### config.mk
export PLATFORM = sky130hd
export DESIGN_NAME = pipeline_ctrl
export DESIGN_NICKNAME = d
export VERILOG_FILES = /design/src/rtl/pipeline_ctrl_pkg.sv /design/src/rtl/perf_sat_counter.sv /design/src/rtl/pipeline_ctrl.sv
export SDC_FILE = /design/constraint.sdc
export NUM_CORES = 1
export LEC_CHECK = 0
export ABC_AREA = 1
export BUFFER_PORTS_ARGS = -buffer_cell sky130_fd_sc_hd__buf_2
export CAP_MARGIN = 20
export CORE_AREA = 2 2 39 41
export DETAILED_ROUTE_END_ITERATION = 8
export DIE_AREA = 0 0 41 43
export GPL_ROUTABILITY_DRIVEN = 0
export HOLD_SLACK_MARGIN = 0.02
export PLACE_DENSITY_LB_ADDON = 0.12
export SLEW_MARGIN = 40
export SYNTH_ARGS = -nofsm -noshare
export SYNTH_HDL_FRONTEND = slang
export SYNTH_SLANG_ARGS = --single-unit
### constraint.sdc
create_clock -name clk -period 1.54 [get_ports clk]
set_input_delay 0.154 -clock clk [delete_from_list [all_inputs] [get_ports clk]]
set_output_delay 0.154 -clock clk [all_outputs]
set_load 0.005 [all_outputs]
### src/rtl/pipeline_ctrl_pkg.sv
// pipeline_ctrl_pkg: shared types and constants for the pipeline
// stall/flush sequencer (FSM state encoding, hazard stall lengths).
package pipeline_ctrl_pkg;

  typedef enum logic [1:0] {
    RUN       = 2'd0,
    HAZ_STALL = 2'd1,
    MD_WAIT   = 2'd2
  } state_t;

  localparam logic [1:0] HAZ_LEN_1 = 2'd1;
  localparam logic [1:0] HAZ_LEN_2 = 2'd2;

endpackage

### src/rtl/perf_sat_counter.sv
// perf_sat_counter: saturating event counter, clears on async rst.
// Ports: clk, rst, inc (count this cycle), count (CNT_W value).
module perf_sat_counter
  import pipeline_ctrl_pkg::*;
#(
  parameter int CNT_W = 32
) (
  input  logic             clk,
  input  logic             rst,
  input  logic             inc,
  output logic [CNT_W-1:0] count
);

  logic [CNT_W-1:0] r_count;

  always_ff @(posedge clk or posedge rst) begin
    if (rst) begin
      r_count <= '0;
    end else if (inc && !(&r_count)) begin
      r_count <= r_count + 1'b1;
    end
  end

  assign count = r_count;

endmodule

### src/rtl/pipeline_ctrl.sv
// pipeline_ctrl: stall/flush sequencer for the 5-stage pipeline.
// Inputs: haz_req/haz_len, mispredict, md_req/md_done, dmem_req/
//   dmem_ready, imem_ready, trap_req. Outputs: per-stage enables,
//   flush/bubble controls, md_go, md_kill, trap_ack.
// Macro PIPE_PERF_CNT_EN adds stall_cnt/flush_cnt (CNT_W bits).
module pipeline_ctrl
  import pipeline_ctrl_pkg::*;
#(
  parameter int CNT_W = 32
) (
  input  logic             clk,
  input  logic             rst,
  input  logic             haz_req,
  input  logic [1:0]       haz_len,
  input  logic             mispredict,
  input  logic             md_req,
  input  logic             md_done,
  input  logic             dmem_req,
  input  logic             dmem_ready,
  input  logic             imem_ready,
  input  logic             trap_req,
  output logic             pc_en,
  output logic             if_id_en,
  output logic             id_ex_en,
  output logic             ex_mem_en,
  output logic             mem_wb_en,
  output logic             if_id_flush,
  output logic             id_ex_bubble,
  output logic             ex_mem_bubble,
  output logic             mem_wb_bubble,
  output logic             md_go,
  output logic             md_kill,
  output logic             trap_ack
`ifdef PIPE_PERF_CNT_EN
  ,
  output logic [CNT_W-1:0] stall_cnt,
  output logic [CNT_W-1:0] flush_cnt
`endif
);

  state_t     r_state;
  state_t     w_state_n;
  logic [1:0] r_cnt;
  logic [1:0] w_cnt_n;
  logic       r_md_done_q;
  logic       w_md_done_q_n;
  logic       w_mem_stall;
  logic       w_stalled;
  logic       w_redirect;

  assign w_mem_stall = dmem_req & ~dmem_ready;

  always_ff @(posedge clk or posedge rst) begin
    if (rst) begin
      r_state     <= RUN;
      r_cnt       <= '0;
      r_md_done_q <= 1'b0;
    end else begin
      r_state     <= w_state_n;
      r_cnt       <= w_cnt_n;
      r_md_done_q <= w_md_done_q_n;
    end
  end

  always_comb begin
    w_state_n     = r_state;
    w_cnt_n       = r_cnt;
    w_md_done_q_n = r_md_done_q;
    w_stalled     = 1'b0;
    w_redirect    = 1'b0;
    pc_en         = 1'b1;
    if_id_en      = 1'b1;
    id_ex_en      = 1'b1;
    ex_mem_en     = 1'b1;
    mem_wb_en     = 1'b1;
    if_id_flush   = 1'b0;
    id_ex_bubble  = 1'b0;
    ex_mem_bubble = 1'b0;
    mem_wb_bubble = 1'b0;
    md_go         = 1'b0;
    md_kill       = 1'b0;
    trap_ack      = 1'b0;

    if (w_mem_stall) begin
      pc_en         = 1'b0;
      if_id_en      = 1'b0;
      id_ex_en      = 1'b0;
      ex_mem_en     = 1'b0;
      mem_wb_bubble = 1'b1;
      w_stalled     = 1'b1;
      // Remember a result that lands while MEM holds the pipe.
      if (r_state == MD_WAIT && md_done) begin
        w_md_done_q_n = 1'b1;
      end
    end else if (trap_req) begin
      trap_ack      = 1'b1;
      if_id_flush   = 1'b1;
      id_ex_bubble  = 1'b1;
      ex_mem_bubble = 1'b1;
      w_redirect    = 1'b1;
      md_kill       = (r_state == MD_WAIT);
      w_state_n     = RUN;
      w_cnt_n       = '0;
      w_md_done_q_n = 1'b0;
    end else if (r_state == MD_WAIT) begin
      if (md_done || r_md_done_q) begin
        w_state_n     = RUN;
        w_md_done_q_n = 1'b0;
      end else begin
        pc_en         = 1'b0;
        if_id_en      = 1'b0;
        id_ex_en      = 1'b0;
        ex_mem_bubble = 1'b1;
        w_stalled     = 1'b1;
      end
    end else if (r_state == RUN && md_req) begin
      md_go         = 1'b1;
      pc_en         = 1'b0;
      if_id_en      = 1'b0;
      id_ex_en      = 1'b0;
      ex_mem_bubble = 1'b1;
      w_stalled     = 1'b1;
      w_state_n     = MD_WAIT;
      w_md_done_q_n = 1'b0;
    end else if (r_state == HAZ_STALL) begin
      pc_en        = 1'b0;
      if_id_en     = 1'b0;
      id_ex_bubble = 1'b1;
      w_stalled    = 1'b1;
      if (r_cnt <= 2'd1) begin
        w_state_n = RUN;
        w_cnt_n   = '0;
      end else begin
        w_cnt_n = r_cnt - 2'd1;
      end
    end else if (r_state != RUN) begin
      // Unused encoding: fall back to RUN.
      w_state_n = RUN;
      w_cnt_n   = '0;
    end else if (haz_req && haz_len != 2'd0) begin
      pc_en        = 1'b0;
      if_id_en     = 1'b0;
      id_ex_bubble = 1'b1;
      w_stalled    = 1'b1;
      // Length 3 is not a legal request; it is treated as 2.
      if (haz_len != HAZ_LEN_1) begin
        w_state_n = HAZ_STALL;
        w_cnt_n   = HAZ_LEN_2 - HAZ_LEN_1;
      end
    end else if (mispredict) begin
      if_id_flush = 1'b1;
      w_redirect  = 1'b1;
    end

    // Fetch miss: bubble IF/ID, but a redirect still loads the PC.
    if (!imem_ready && !w_stalled) begin
      if_id_flush = 1'b1;
      if (!w_redirect) begin
        pc_en = 1'b0;
      end
    end

    if (rst) begin
      pc_en         = 1'b0;
      if_id_en      = 1'b0;
      id_ex_en      = 1'b0;
      ex_mem_en     = 1'b0;
      mem_wb_en     = 1'b0;
      if_id_flush   = 1'b1;
      id_ex_bubble  = 1'b1;
      ex_mem_bubble = 1'b1;
      mem_wb_bubble = 1'b1;
      md_go         = 1'b0;
      md_kill       = 1'b0;
      trap_ack      = 1'b0;
    end
  end

`ifdef PIPE_PERF_CNT_EN
  logic w_stall_inc;
  logic w_flush_inc;

  assign w_stall_inc = ~rst & ~pc_en;
  assign w_flush_inc = ~rst & w_redirect;

  perf_sat_counter #(.CNT_W(CNT_W)) u_stall_cnt (
    .clk   (clk),
    .rst   (rst),
    .inc   (w_stall_inc),
    .count (stall_cnt)
  );

  perf_sat_counter #(.CNT_W(CNT_W)) u_flush_cnt (
    .clk   (clk),
    .rst   (rst),
    .inc   (w_flush_inc),
    .count (flush_cnt)
  );
`else
  logic w_unused_cnt_w;
  assign w_unused_cnt_w = (CNT_W > 0);
`endif

endmodule

Word-level counts from Yosys, hierarchy flattened
Index checks and enable logic that the tools add are counted.

Register bits after elaboration: 5. Logic and storage cells: 115.

Add/sub/neg operators: 1. Order comparisons: 1. Equality and inequality tests: 9. Multiplexer cells: 80. Bitwise logic cells: 3. Reductions and logical operators: 18.

Operators by type and width (count): $mux 1 (66); $mux 2 (14); $reduce_bool 4->1 (3); $reduce_bool 6->1 (2); $reduce_and 5->1 (2); $ne 5x4->1 const B (1); $logic_and 1x1->1 (4); $ne 2x1->1 const B (2); $ne 2x2->1 const B (2); $ne 4x3->1 const B (1); $reduce_bool 2->1 (2); $ne 3x2->1 const B (1); $reduce_and 3->1 (1); $eq 2x1->1 const B (1); $eq 2x2->1 const B (1); $le 2x1->1 const B (1); $logic_not 1->1 (2); $logic_not 2->1 (1); $not 1->1 (2); $sub 2x1->2 const B (1); $and 1x1->1 (1); $logic_or 1x1->1 (1).

Longest topological paths before layout
Depth after elaboration: 13. Gate-level depth with buffers: 7. Gate-level depth less buffers: 7.

Least setup slack after synthesis
Ideal clock, no wire load.

Path type: register to output. From: register r_state[1]. To: output id_ex_bubble. Data arrival time: 974 ps. Data required time: 1386 ps. Slack: 412 ps. Stages on the path, launching flop included: 7. Buffers on the path: 0. Path through: dfrtp_1 > nor2_2 > nand2_2 > nor2_2 > inv_1 > nand3_1 > nand2_1.

Cells in the longest elaborated chain, start to end: 8.

Ends and longest elaborated chain: start: declaration (RTL line pipeline_ctrl.sv:41) `state_t r_state;`; start signal: assignment (RTL line pipeline_ctrl.sv:59) `r_state <= w_state_n;`; $reduce_bool 2->1 (RTL line pipeline_ctrl.sv:136) `end else if (r_state != RUN) begin`; $mux 1 (RTL line pipeline_ctrl.sv:136); $mux 1 (RTL line pipeline_ctrl.sv:125) `end else if (r_state == HAZ_STALL) begin`; $mux 1 (RTL line pipeline_ctrl.sv:116) `end else if (r_state == RUN && md_req) begin`; $mux 1 (*) (RTL line pipeline_ctrl.sv:105) `end else if (r_state == MD_WAIT) begin`; $mux 1 (*) (RTL line pipeline_ctrl.sv:95) `end else if (trap_req) begin`; $mux 1 (*) (RTL line pipeline_ctrl.sv:84) `if (w_mem_stall) begin`; $mux 1 (*) (RTL line pipeline_ctrl.sv:163) `if (rst) begin`; end: declaration (RTL line pipeline_ctrl.sv:28) `output logic id_ex_bubble,`.

Every way passes the cells marked *; elsewhere a longest branch is shown, timed or not.

Worst setup path in the final report
Ends and elaborated chain as after synthesis.

==> results.cfg <==
[synth]
synth_nets = 104
ys_ff_latch = 5
synth_area_leader_cell = dfrtp_1
syn_area_um2 = 534.3
syn_inst = 92
ys_top_cells_by_area = dfrtp_1 23%, nand2_1 20%, nand3_1 9.4%
avgSynthCellArea_um2 = 5.807
synth_top_area_frac = 0.2342
synth_cell_type_count = 15
seq_area_frac_synth = 0.2342
yosysWarnings = 0

[detailed_routing]
dr.pass1.iters = 4
drt-total-wl_um = 1395
drtIter0Drc = 5
wl_met3_um = 52
ant_nets = 0
routed_via_density = 4.570
drcViolationCount = 0
top_layer = met3
m1WireLength_um = 644
wl_per_cell_um = 9.824
vias = 649
met2_length_um = 698

[sta]
relSlewSlack = 0.8551
setup_viol = 0
post-route-min-period_ns = 1.519
max_clock_freq_mhz = 658.5
skew_ns = 0.003921
tightestPinTransition_ns = 0.2150
period_share = 0.9861
maxSlewViolCount = 0
hold_violations = 0
fin_setup_tns_ns = 0
whs_ns = 0.2805
rsz0062_at_grt = true

[critical_path]
critical_path_class = reg2out
cp-start-kind = flop
critPathCaptureType = output pin
cp_data_arrival_time_ns = 1.36
critical_path_buf_inv_count = 2
path_cells = nor2_4 -> nand2_4 -> nor2_4 -> inv_2 -> nand3_2 -> nand2_1 -> buf_2
cp_max_fo = 5
cp_top_family = simple AND/OR/NAND/NOR gates
crit_required_ns = 1.39
slowest_stage = dfrtp_2
timing.critical_path.mode_cell = nor2_4
critPathMaxStageDelay_ns = 0.45

[place]
port_buffers = 23
post-place-cells = 132
dp_hpwl_um = 1061
place_area_um2 = 676.9

[floorplanning]
die_area_um2 = 1763
io_pins = 24
core_um2 = 1384
start_util = 0.3861
die_height_um = 43
dieWidth_um = 41
placementRows = 14

[layout]
final_nets = 139
instances_no_fill = 142
fin_area_um2 = 845.8
utilization = 0.6112
n_antenna_cell = 0
syn_to_final_growth_pct = 58.31
drive_gt1_frac = 0.5794

[global_routing]
antenna_found_initial = 0
overflow = 0
grtUsageTotal = 0.1653
grt_max_degree = 10
grt_pass1_wl_um = 2042
grt_pass1_vias = 534

[clocking]
cts_buffers = 3
cts_tree = yes
cts.sinks = 5
cts_buffer_depth = 2
cts-root-buf = clkbuf_4
clk_pin_slew_ns = 0.04
insertion_delay_ns = 0.24
h-tree-depth = 1

[outcome]
outcome = finished, final reports clean

[power]
ir_drop_mv = 0.5025
p_per_area_nw_per_um2 = 773.8
p_leak_uw = 0.0004621

[job]
maxCapViolCount = 0

[min_path]
hold_class = in2reg
worst paths after layout:
| check | from | end | slack, ns | depth (start not counted) |
|---|---|---|---|---|
| max | r_state[1] | id_ex_bubble | 0.02 | 7 |
| min | dmem_ready | r_md_done_q | 0.28 | 4 |
| max reg2reg | r_state[1] | r_state[1] | 0.30 | 8 |
| min reg2reg | r_cnt[1] | r_cnt[1] | 0.49 | 2 |
| max in group asynchronous | rst | r_state[0] | 0.92 | 4 |
| min in group asynchronous | rst | r_cnt[1] | 0.48 | 4 |
area by class of cell:
type                            instances  area, µm²
Clock buffer                            4      26.28
Inverter                               15      58.81
Multi-Input combinational cell         72      439.2
Fill cell                             144      538.0
Sequential cell                         5      127.6
Timing Repair Buffer                   30      173.9
Tap cell                               16      20.02
registers in the layout, indices dropped and copies added (netlist names):
register,cells
r_state,2
r_cnt,2
r_md_done_q,1
synthesized netlist by cell type, drive strengths merged:
cell type,n
nand4,1
nor2,20
a21oi,2
dfrtp,5
nor3,2
nand2,34
o21ai,2
inv,15
nand3,11
stage by stage:
stage	setup WS [ns]	power, µW
after floorplan	0.4124	333.0
after CTS	0.01050	576.0
final	0.02144	654.5
after global routing	-0.06468	708.8
after global placement	0.2324	406.2
after detailed placement	0.2406	406.7
repair_timing:
| item | 4_1_cts | 5_1_grt |
|---|---|---|
| gates resized for setup | 3 | 26 |
| endpoints found under the hold margin | 5 | 0 |
| endpoints found under the setup margin | 2 | 6 |
| setup buffers | 1 | 4 |
| pin swaps | 1 | 11 |
| hold buffers | 1 | 0 |
power by group:
part	internal (µW)	total [µW]	switching [µW]
sequential	151	175	24.7
clock	97.8	150	51.8
combinational	143	329	187
total	391	654	263
cell families (layout without fill, tap and decap cells):
family                 after synthesis  count (layout)  synth area share
and+or+nand+nor                     68              68            0.6160
DFF                                  5               5            0.2342
AOI/OAI and AO/OA                    4               4           0.04449
buffers and inverters               15              49            0.1054
worst reg2reg max path: stages (launching register included):
cell	delay [ns]
dfrtp_2	0.45
inv_2	0.11
nand2_4	0.07
buf_4	0.13
nor2_2	0.13
nand2_1	0.09
nand3_2	0.08
nand2_1	0.05
nand2_1	0.06
metal layers:
layer,track usage,vias to the layer above
met1,0.2182,284
met5,0,-
met3,0.03141,0
met4,0.06000,0
met2,0.2563,12
li1,-,353
placed cells by master, fill, tap and decap left out, drive strengths merged:
cell type / n
a21oi: 2
buf: 29
clkbuf: 4
dfrtp: 5
dlygate4sd3: 1
inv: 15
nand2: 34
nand3: 11
nand4: 1
nor2: 20
nor3: 2
o21ai: 2
Power figures use the tool's default switching activity.
